`config.mk`:
```
export PLATFORM = sky130hd
export DESIGN_NAME = uart_rx_ctrl
export DESIGN_NICKNAME = d
export VERILOG_FILES = /design/src/rtl/uart_rx_ctrl.sv
export SDC_FILE = /design/constraint.sdc
export NUM_CORES = 1
export LEC_CHECK = 0
export CORE_ASPECT_RATIO = 0.6
export CORE_MARGIN = 3
export CORE_UTILIZATION = 62
export CTS_CLUSTER_DIAMETER = 80
export DETAILED_ROUTE_END_ITERATION = 12
export HOLD_SLACK_MARGIN = 0.08
export PLACE_DENSITY = 0.85
export SYNTH_ARGS = -nofsm -noshare
export SYNTH_HDL_FRONTEND = slang
export SYNTH_SLANG_ARGS = --single-unit
```
`constraint.sdc`:
```
create_clock -name clock_x8 -period 7.1 [get_ports clock_x8]
set_clock_uncertainty 0.2 [all_clocks]
set_input_delay 1.42 -clock clock_x8 [delete_from_list [all_inputs] [get_ports clock_x8]]
set_output_delay 1.42 -clock clock_x8 [all_outputs]
set_load 0.005 [all_outputs]
```
`src/rtl/uart_rx_ctrl.sv`:
```
// -----------------------------------------------------------------------------
// uart_rx_ctrl
//   Sequences and configures one uart_rx receiver and buffers its completed
//   frames, with their error flags, in a FIFO for a host.
//
//   Optional feature macro: UART_RX_CTRL_TIMEOUT_EN
//     defined   -> an idle counter raises a sticky timeout (and irq) when frames
//                  sit unread in the FIFO for TIMEOUT cycles while running.
//     undefined -> no idle counter; timeout is constant 0.
//
// Ports
//   reset, clock_x8       asynchronous active-low reset, 8x bit-rate clock
//   cfg_we/enable/parity/width
//                         one-cycle configuration write from the host
//   rx_reset_n, rx_parity, rx_width
//                         reset and configuration driven to uart_rx
//   rx_req_store, rx_bits, rx_error_parity, rx_error_stop_bit
//                         frame outputs from uart_rx
//   rd_req                host pop request (one cycle)
//   rd_valid, rd_data, rd_err_parity, rd_err_stop
//                         registered pop result, valid one cycle after rd_req
//   status_empty/full/count/overrun
//                         FIFO status
//   irq                   registered (count >= THRESHOLD) | overrun | timeout
// -----------------------------------------------------------------------------
module uart_rx_ctrl #(
    parameter int DEPTH     = 8,
    parameter int ADDR_W    = 3,
    parameter int THRESHOLD = 4,
    parameter int TIMEOUT   = 80
) (
    input  logic              reset,
    input  logic              clock_x8,
    input  logic              cfg_we,
    input  logic              cfg_enable,
    input  logic [1:0]        cfg_parity,
    input  logic [3:0]        cfg_width,
    output logic              rx_reset_n,
    output logic [1:0]        rx_parity,
    output logic [3:0]        rx_width,
    input  logic              rx_req_store,
    input  logic [15:0]       rx_bits,
    input  logic              rx_error_parity,
    input  logic              rx_error_stop_bit,
    input  logic              rd_req,
    output logic              rd_valid,
    output logic [15:0]       rd_data,
    output logic              rd_err_parity,
    output logic              rd_err_stop,
    output logic              status_empty,
    output logic              status_full,
    output logic [ADDR_W:0]   status_count,
    output logic              status_overrun,
    output logic              irq
);

    // Elaboration-time sanity check of the parameter set.
    if ((DEPTH != (1 << ADDR_W)) || (DEPTH < 2) || (DEPTH > 64) ||
        (THRESHOLD < 1) || (THRESHOLD > DEPTH) || (TIMEOUT < 1)) begin : g_param_check
        $error("uart_rx_ctrl: illegal parameter combination");
    end

    typedef enum logic [1:0] {
        ST_DISABLED = 2'd0,
        ST_ARM      = 2'd1,
        ST_RUN      = 2'd2
    } state_t;

    // ------------------------------------------------------------------------
    // Control FSM and configuration registers
    // ------------------------------------------------------------------------
    state_t      state_q, state_d;
    logic [1:0]  parity_q, parity_d;
    logic [3:0]  width_q, width_d;
    logic        rx_reset_n_q;
    logic        enter_disabled;

    // NOTE: combinational blocks assign every output a default first so no
    // path through the case statement can infer a latch.
    always_comb begin
        state_d  = state_q;
        parity_d = parity_q;
        width_d  = width_q;
        case (state_q)
            ST_DISABLED: begin
                if (cfg_we) begin
                    parity_d = cfg_parity;
                    width_d  = cfg_width;
                    if (cfg_enable) state_d = ST_ARM;
                end
            end
            // Single cycle so uart_rx leaves reset with configuration stable.
            ST_ARM:  state_d = ST_RUN;
            ST_RUN: begin
                // Writes with enable=1 while running are ignored entirely.
                if (cfg_we && !cfg_enable) state_d = ST_DISABLED;
            end
            default: state_d = ST_DISABLED;
        endcase
    end

    assign enter_disabled = (state_q != ST_DISABLED) && (state_d == ST_DISABLED);

    // NOTE: sequential state uses non-blocking assignments so every register
    // samples the pre-edge values regardless of statement order.
    always_ff @(posedge clock_x8 or negedge reset) begin
        if (!reset) begin
            state_q      <= ST_DISABLED;
            parity_q     <= 2'b00;
            width_q      <= 4'd8;
            rx_reset_n_q <= 1'b0;
        end else begin
            state_q      <= state_d;
            parity_q     <= parity_d;
            width_q      <= width_d;
            // Registered from next state so the uart_rx reset is glitch-free.
            rx_reset_n_q <= (state_d != ST_DISABLED);
        end
    end

    assign rx_reset_n = rx_reset_n_q;
    assign rx_parity  = parity_q;
    assign rx_width   = width_q;

    // ------------------------------------------------------------------------
    // Frame capture on the rising edge of rx_req_store
    // ------------------------------------------------------------------------
    logic        req_q;
    logic        push_evt;
    logic [16:0] mask_wide;
    logic [15:0] mask;
    logic [17:0] entry;

    assign push_evt  = (state_q == ST_RUN) && rx_req_store && !req_q;
    // Width 0 encodes 16 data bits.
    assign mask_wide = (17'd1 << width_q) - 17'd1;
    assign mask      = (width_q == 4'd0) ? 16'hFFFF : mask_wide[15:0];
    assign entry     = {rx_error_stop_bit, rx_error_parity, rx_bits & mask};

    // ------------------------------------------------------------------------
    // FIFO
    // ------------------------------------------------------------------------
    logic [17:0]     mem_q [DEPTH];
    logic [ADDR_W-1:0] wr_ptr_q, rd_ptr_q;
    logic [ADDR_W:0] count_q, count_d;
    logic            empty, full;
    logic            do_pop, do_push;
    logic            overrun_q;
    logic            rd_valid_q, rd_err_parity_q, rd_err_stop_q;
    logic [15:0]     rd_data_q;
    logic            irq_q;
    logic            timeout_flag;

    assign empty   = (count_q == '0);
    assign full    = (count_q == (ADDR_W + 1)'(DEPTH));
    assign do_pop  = rd_req && !empty;
    // A pop in the same cycle frees the slot, so a push into a full FIFO is
    // still accepted then.
    assign do_push = push_evt && (!full || do_pop);

    always_comb begin
        count_d = count_q;
        case ({do_push, do_pop})
            2'b10:   count_d = count_q + 1'b1;
            2'b01:   count_d = count_q - 1'b1;
            default: count_d = count_q;
        endcase
    end

    // NOTE: the storage array has no reset; only the pointers and count that
    // qualify its contents do, which keeps it mappable to plain RAM.
    always_ff @(posedge clock_x8) begin
        if (do_push) mem_q[wr_ptr_q] <= entry;
    end

    always_ff @(posedge clock_x8 or negedge reset) begin
        if (!reset) begin
            req_q           <= 1'b0;
            wr_ptr_q        <= '0;
            rd_ptr_q        <= '0;
            count_q         <= '0;
            overrun_q       <= 1'b0;
            rd_valid_q      <= 1'b0;
            rd_data_q       <= 16'h0000;
            rd_err_parity_q <= 1'b0;
            rd_err_stop_q   <= 1'b0;
            irq_q           <= 1'b0;
        end else begin
            req_q   <= enter_disabled ? 1'b0 : rx_req_store;
            count_q <= count_d;
            if (do_push) wr_ptr_q <= wr_ptr_q + 1'b1;
            if (do_pop)  rd_ptr_q <= rd_ptr_q + 1'b1;

            if (enter_disabled)
                overrun_q <= 1'b0;
            else if (push_evt && full && !do_pop)
                overrun_q <= 1'b1;

            rd_valid_q <= do_pop;
            if (do_pop) begin
                rd_data_q       <= mem_q[rd_ptr_q][15:0];
                rd_err_parity_q <= mem_q[rd_ptr_q][16];
                rd_err_stop_q   <= mem_q[rd_ptr_q][17];
            end

            irq_q <= (count_q >= (ADDR_W + 1)'(THRESHOLD)) || overrun_q || timeout_flag;
        end
    end

    // ------------------------------------------------------------------------
    // Optional idle timeout
    // ------------------------------------------------------------------------
`ifdef UART_RX_CTRL_TIMEOUT_EN
    localparam int IDLE_W = $clog2(TIMEOUT + 1);

    logic [IDLE_W-1:0] idle_q;
    logic              timeout_q;

    always_ff @(posedge clock_x8 or negedge reset) begin
        if (!reset) begin
            idle_q    <= '0;
            timeout_q <= 1'b0;
        end else begin
            // Counter saturates at TIMEOUT and holds (without counting) outside RUN.
            if (do_push || do_pop || empty || enter_disabled)
                idle_q <= '0;
            else if ((state_q == ST_RUN) && (idle_q != IDLE_W'(TIMEOUT)))
                idle_q <= idle_q + 1'b1;

            if (enter_disabled || do_pop || (count_d == '0))
                timeout_q <= 1'b0;
            else if ((state_q == ST_RUN) && (idle_q == IDLE_W'(TIMEOUT)))
                timeout_q <= 1'b1;
        end
    end

    assign timeout_flag = timeout_q;
`else
    assign timeout_flag = 1'b0;
`endif

    assign rd_valid       = rd_valid_q;
    assign rd_data        = rd_data_q;
    assign rd_err_parity  = rd_err_parity_q;
    assign rd_err_stop    = rd_err_stop_q;
    assign status_empty   = empty;
    assign status_full    = full;
    assign status_count   = count_q;
    assign status_overrun = overrun_q;
    assign irq            = irq_q;

endmodule

```
==> results of run 1 <==
## logic make-up after synthesis
| family | count (synthesis) | synth area share (%) |
|---|---|---|
| fa+ha+maj | 6 | 1.12 |
| simple gates | 71 | 4.82 |
| flops | 185 | 72.6 |
| mux | 63 | 14.8 |
| compound gates | 46 | 4.06 |
| buf+inv | 28 | 1.61 |
| xor+xnor | 8 | 0.951 |
## placed cells by master, fill, tap and decap left out, types with 6 or more instances in the layout
cell type        instances
mux2_2                   6
clkdlybuf4s50_1         62
nor2_1                  10
inv_1                    7
xnor2_1                  6
o21ai_0                 23
buf_4                    7
nand2_1                 28
dfrtp_1                 38
mux4_2                  36
clkbuf_16               17
mux2i_1                 20
edfxtp_1               144
## through the flow
step	worst slack (ns)	instances	hold slack (ns)	cell area [sq um]
after floorplan	2.88	407	0.273	7370
after global placement	3.03	616	0.262	8220
after detailed placement	2.86	616	0.277	8220
after CTS	3.27	648	0.291	8820
after global routing	3.13	648	0.316	8820
final	3.28	648	0.286	8820
## worst min-delay path: stages (launching register included)
cell,delay [ns]
dfrtp_1,0.34
nand2_1,0.05
o21ai_0,0.06
## power breakdown
part | leakage [nW] | internal (mW) | switching [mW]
combinational | 1.02 | 0.553 | 0.488
clock | 0.298 | 0.557 | 0.391
sequential | 1.80 | 1.40 | 0.210
total | 3.12 | 2.51 | 1.09
## worst max-delay path by stage
stage                                from         endpoint  slack (ns)
after floorplan              rx_req_store      mem_q[0][0]        2.88
after global placement             rd_req  status_count[3]        3.03
after detailed placement           rd_req  status_count[3]        2.86
after CTS                 status_count[1]      status_full        3.27
after global routing               rd_req  status_count[3]        3.13
final                              rd_req  status_count[3]        3.28
## flip-flops by register name, summed over array words and instances, names as in the netlist
signal	flops
rd_err_stop	1
rd_ptr_q	3
rx_parity	2
rx_reset_n	1
mem_q	144
rx_width	4
status_overrun	1
rd_valid	1
rd_err_parity	1
status_count	4
req_q	1
irq	1
state_q	2
wr_ptr_q	3
rd_data	16
## routing by layer
layer	share of wire (%)	GRT usage, %
met1	41	33.1
met2	50	38.8
met3	6.5	6.57
met4	2.1	9.23
met5	0	0
## cell type report
| type | instances | area (sq um) | share of cell area [%] |
|---|---|---|---|
| clock buffers | 18 | 429 | 4.86 |
| multi-input cells | 194 | 1960 | 22.2 |
| flip-flops and latches | 185 | 5350 | 60.7 |
| clock inverters | 14 | 173 | 1.96 |
| inverters | 7 | 26.3 | 0.298 |
| well taps | 160 | 200 | 2.27 |
| repair buffers | 70 | 678 | 7.69 |
==> impl_metrics.json, run 1 <==
{
  "hold_buffers": 0,
  "syn-instance-count": 407,
  "hpwl_mm": 9.05,
  "drt-pass1-iter-count": 5,
  "status": "finished, final reports clean",
  "cts_tree": "done",
  "synth_cell_type_count": 46,
  "cp_num_cells": 11,
  "vdd_drop_max_v": 0.000247,
  "grt_max_degree": 42,
  "ys_ff_latch": 185,
  "max_freq_mhz": 262,
  "r2r-end": "mem_q[7][10]",
  "arrival_ns": 3.96,
  "slew_violations": 0,
  "hold_viol": 0,
  "synth_area_sq_um": 7370,
  "clock_path_buffers": 2,
  "vias_per_cell": 6.18,
  "drive_gt1_share_pct": 20.1,
  "crit_family": "buffers and inverters",
  "vias": 4007,
  "htree_num_levels": 4,
  "hold_depth": 2,
  "crit_chain": "clkdlybuf4s50_1, o41ai_4, buf_4, inv_1, nand2b_2, inv_1, ha_1, a21o_1, a21oi_1, mux2i_1, xor2_1",
  "crit_top_cell": "inv_1",
  "crit_buf_inv": 4,
  "hp-class": "reg2reg",
  "synth_flop_cell": "edfxtp_1",
  "crit_path_end_kind": "flip-flop",
  "clock_latency_ns": 0.42,
  "synth_edf_count": 144,
  "startpoint_type": "input pin",
  "numCtsBuffers": 17,
  "maxSlewHeadroom_pct": 25.7,
  "drc_errors": 0,
  "wl_per_cell_um": 23.4,
  "synth_top_area_share_pct": 58.7,
  "grt_overflow": 0,
  "yosysSeqAreaShare_pct": 72.6,
  "worst_slew_pin_slew_ns": 1.11,
  "yosys_warnings": 0,
  "drv_cap": 0,
  "cp_max_fo": 40,
  "syn_area_per_cell_sq_um": 18.1,
  "drt_iter0_markers": 497,
  "numClockSinks": 185,
  "start_util_pct": 64.4,
  "ff2ff_path_depth": 7,
  "path_class": "in2reg",
  "die_y_um": 90.5,
  "worstHoldStart": "rd_data[12]",
  "power_mw": 3.60,
  "ioPinCount": 64,
  "fin_nets": 511,
  "io_buffers": 63,
  "required_ns": 7.24,
  "fill_cells": 625,
  "root_buffer": "clkbuf_16",
  "gp_congestion": 0.741,
  "synthTopCellsByCount": "edfxtp_1, dfrtp_1, mux4_2, nand2_1, o21ai_0",
  "core_sq_um": 11400,
  "fin_crit_sh_pct": 53.9,
  "r2r_slack_ns": 3.79,
  "grt_pass1_wl_mm": 23.6,
  "grt.total_usage_pct": 24.4,
  "rsz0062_at_grt": "no",
  "leakagePower_nw": 3.12,
  "antenna_found_initial": 0,
  "p_per_area_nw_per_um2": 408,
  "regToRegStartpoint": "rx_width[2]",
  "cts_setup_buffers": 0,
  "hold_end": "rd_data[12]",
  "grt_pass1_vias": 4146,
  "ant_nets": 0,
  "synth.most_common_cell": "edfxtp_1",
  "post-route-min-period_ns": 3.82,
  "wl_mm": 15.1,
  "post_cts_resized": 0,
  "yosys.area.top_type": "edfxtp_1",
  "setup_viol": 0,
  "antenna_cells": 0,
  "rows": 30,
  "synth_top_cells_by_area": "edfxtp_1, dfrtp_1, mux4_2, mux2i_1, o21ai_0",
  "crit_path_top_delay_cell": "clkdlybuf4s50_1",
  "fin_tns_setup_ns": 0,
  "die_area_sq_um": 13300,
  "path_clk_slew_ns": 0.06,
  "area_growth_pct": 19.7,
  "die_w_um": 147,
  "final_util_pct": 77.1,
  "timing.critical_path.slowest_cell_delay_ns": 0.55,
  "synth_fp_nets": 443,
  "async_flop_share_pct": 22.2
}
No activity file was read; power rests on OpenSTA's default activity.
==> run 2, diff against run 1 <==
--- a/config.mk
+++ b/config.mk
@@ -7,11 +7,11 @@
 export LEC_CHECK = 0
 export CORE_ASPECT_RATIO = 0.6
 export CORE_MARGIN = 3
-export CORE_UTILIZATION = 62
+export CORE_UTILIZATION = 52
 export CTS_CLUSTER_DIAMETER = 80
 export DETAILED_ROUTE_END_ITERATION = 12
 export HOLD_SLACK_MARGIN = 0.08
-export PLACE_DENSITY = 0.85
+export PLACE_DENSITY = 0.76
 export SYNTH_ARGS = -nofsm -noshare
 export SYNTH_HDL_FRONTEND = slang
 export SYNTH_SLANG_ARGS = --single-unit
==> constraint.sdc (replaced) <==
create_clock -name clock_x8 -period 3.4 [get_ports clock_x8]
set_clock_uncertainty 0.2 [all_clocks]
set_input_delay 0.68 -clock clock_x8 [delete_from_list [all_inputs] [get_ports clock_x8]]
set_output_delay 0.68 -clock clock_x8 [all_outputs]
set_load 0.005 [all_outputs]
==> impl_metrics.json, run 2 (synthesized netlist as in run 1, its figures left out) <==
{
  "p_switching_mw": 2.21,
  "drv_cap": 0,
  "ioPinCount": 64,
  "largest_register": "mem_q",
  "setup_viol": 0,
  "required_ns": 2.52,
  "r2r-end": "mem_q[1][10]",
  "regToRegStartpoint": "rx_width[2]",
  "cts_setup_buffers": 0,
  "htree_num_levels": 4,
  "r2r_slack_ns": 0.59,
  "cts_tree": "done",
  "numClockSinks": 185,
  "worst_slew_pin_slew_ns": 1.05,
  "core_sq_um": 13700,
  "drt-pass1-iter-count": 5,
  "place_ws_ns": 0.365,
  "numCtsBuffers": 17,
  "maxSlewHeadroom_pct": 30.2,
  "status": "finished, final reports clean",
  "internal_power_mw": 5.05,
  "fin_crit_sh_pct": 88.8,
  "post_cts_resized": 0,
  "pwr-share-seq_pct": 45.5,
  "clock_latency_ns": 0.42,
  "grt_overflow": 0,
  "ant_nets": 0,
  "antenna_cells": 0,
  "fin_tns_setup_ns": 0,
  "power_mw": 7.26,
  "grt_max_degree": 42,
  "arrival_ns": 2.14,
  "crit_chain": "or4b_1, inv_1, clkdlybuf4s50_1",
  "largest_register_ffs": 144,
  "crit_buf_inv": 2,
  "fin_nets": 521,
  "area_growth_pct": 20.0,
  "vias": 3893,
  "path_class": "reg2out",
  "hold_viol": 0,
  "vias_per_cell": 5.64,
  "fin_area_sq_um": 8850,
  "path_clk_slew_ns": 0.07,
  "grt.total_usage_pct": 20.6,
  "post-route-min-period_ns": 3.02,
  "p_comb_share_pct": 30.6,
  "antenna_found_initial": 0,
  "die_area_sq_um": 15700,
  "rows": 33,
  "start_util_pct": 53.6,
  "die_w_um": 160,
  "hpwl_mm": 9.17,
  "clock_path_buffers": 2,
  "rsz0062_at_grt": "no",
  "root_buffer": "clkbuf_16",
  "crit_path_end_kind": "output port",
  "grt_pass1_wl_mm": 23.9,
  "crit_family": "simple AND/OR/NAND/NOR gates",
  "hp-class": "in2async",
  "io_buffers": 63,
  "drive_gt1_share_pct": 20.7,
  "startpoint_type": "flip-flop",
  "slew_violations": 0,
  "postPlaceCellArea_sq_um": 8330,
  "gp_congestion": 0.744,
  "ff2ff_path_depth": 8,
  "clkPwrFrac_pct": 24.0,
  "wl_per_cell_um": 21.7,
  "switching_share_pct": 30.5,
  "vdd_drop_max_v": 0.000473,
  "wl_mm": 15.0,
  "grt_pass1_vias": 4101,
  "leakagePower_nw": 3.11,
  "cp_max_fo": 6,
  "fin_ws_ns": 0.381,
  "final_common_cell": "edfxtp_1",
  "drc_errors": 0,
  "hold_buffers": 0,
  "timing.critical_path.slowest_cell_delay_ns": 0.67,
  "p_per_area_nw_per_um2": 821,
  "crit_path_top_delay_cell": "or4b_1",
  "die_y_um": 98.2,
  "layout_common_cells": "edfxtp_1, clkdlybuf4s50_1, dfrtp_1, mux4_2, nand2_1",
  "drt_iter0_markers": 417,
  "max_freq_mhz": 331
}
-- run 2: cell types whose count changed in the layout (fill, tap and decap cells not counted), moves of 3 or more --
cell        delta
nor3_4         -4
bufinv_16      -3
clkinvlp_4     +3
nor3_2         +4
buf_4          +9
clkbuf_1       +3
-- run 2: routing by layer --
metal,vias to the layer above,global-route usage [%],wire length (um)
met3,13,5.38,913
met1,1983,30.4,6910
met5,-,0,0
met2,146,30.9,7040
li1,1751,-,-
met4,0,5.65,138
-- run 2: how the worst max path moves through the flow --
stage / start / end / slack, ns / cells after the start
final: status_count[1] / status_full / 0.38 / 3
after global routing: status_count[1] / status_full / 0.28 / 3
after CTS: status_count[1] / status_full / 0.36 / 3
after detailed placement: rx_req_store / status_count[3] / 0.37 / 9
after global placement: rx_req_store / status_count[3] / 0.42 / 9
after floorplan: rx_req_store / mem_q[1][0] / 0.38 / 3
-- run 2: final cells by class --
cell class	instances	area [sq um]
Sequential cell	185	5350
Multi-Input combinational cell	194	1950
Timing Repair Buffer	80	766
Tap cell	192	240
Clock inverter	11	75.1
Clock buffer	21	440
Inverter	7	26.3
Fill cell	924	4900
-- run 2: through the flow --
step	hold WS [ns]	instances	util, %
after floorplan	0.184	407	-
after global placement	0.264	658	60.6
after detailed placement	0.273	658	60.6
after CTS	0.285	690	64.3
after global routing	0.297	690	64.3
final	0.256	690	64.3
-- run 2: power by group through the flow --
| stage | Sequential (mW) | Clock [mW] | Combinational (mW) |
|---|---|---|---|
| 6_report | 3.30 | 1.74 | 2.22 |
| 5_1_grt | 3.36 | 1.88 | 2.44 |
| 4_1_cts | 3.30 | 1.78 | 2.25 |
| 3_5_place_dp | 3.34 | 0 | 2.24 |
| 3_3_place_gp | 3.32 | 0 | 2.17 |
| 2_1_floorplan | 3.15 | 0 | 1.48 |
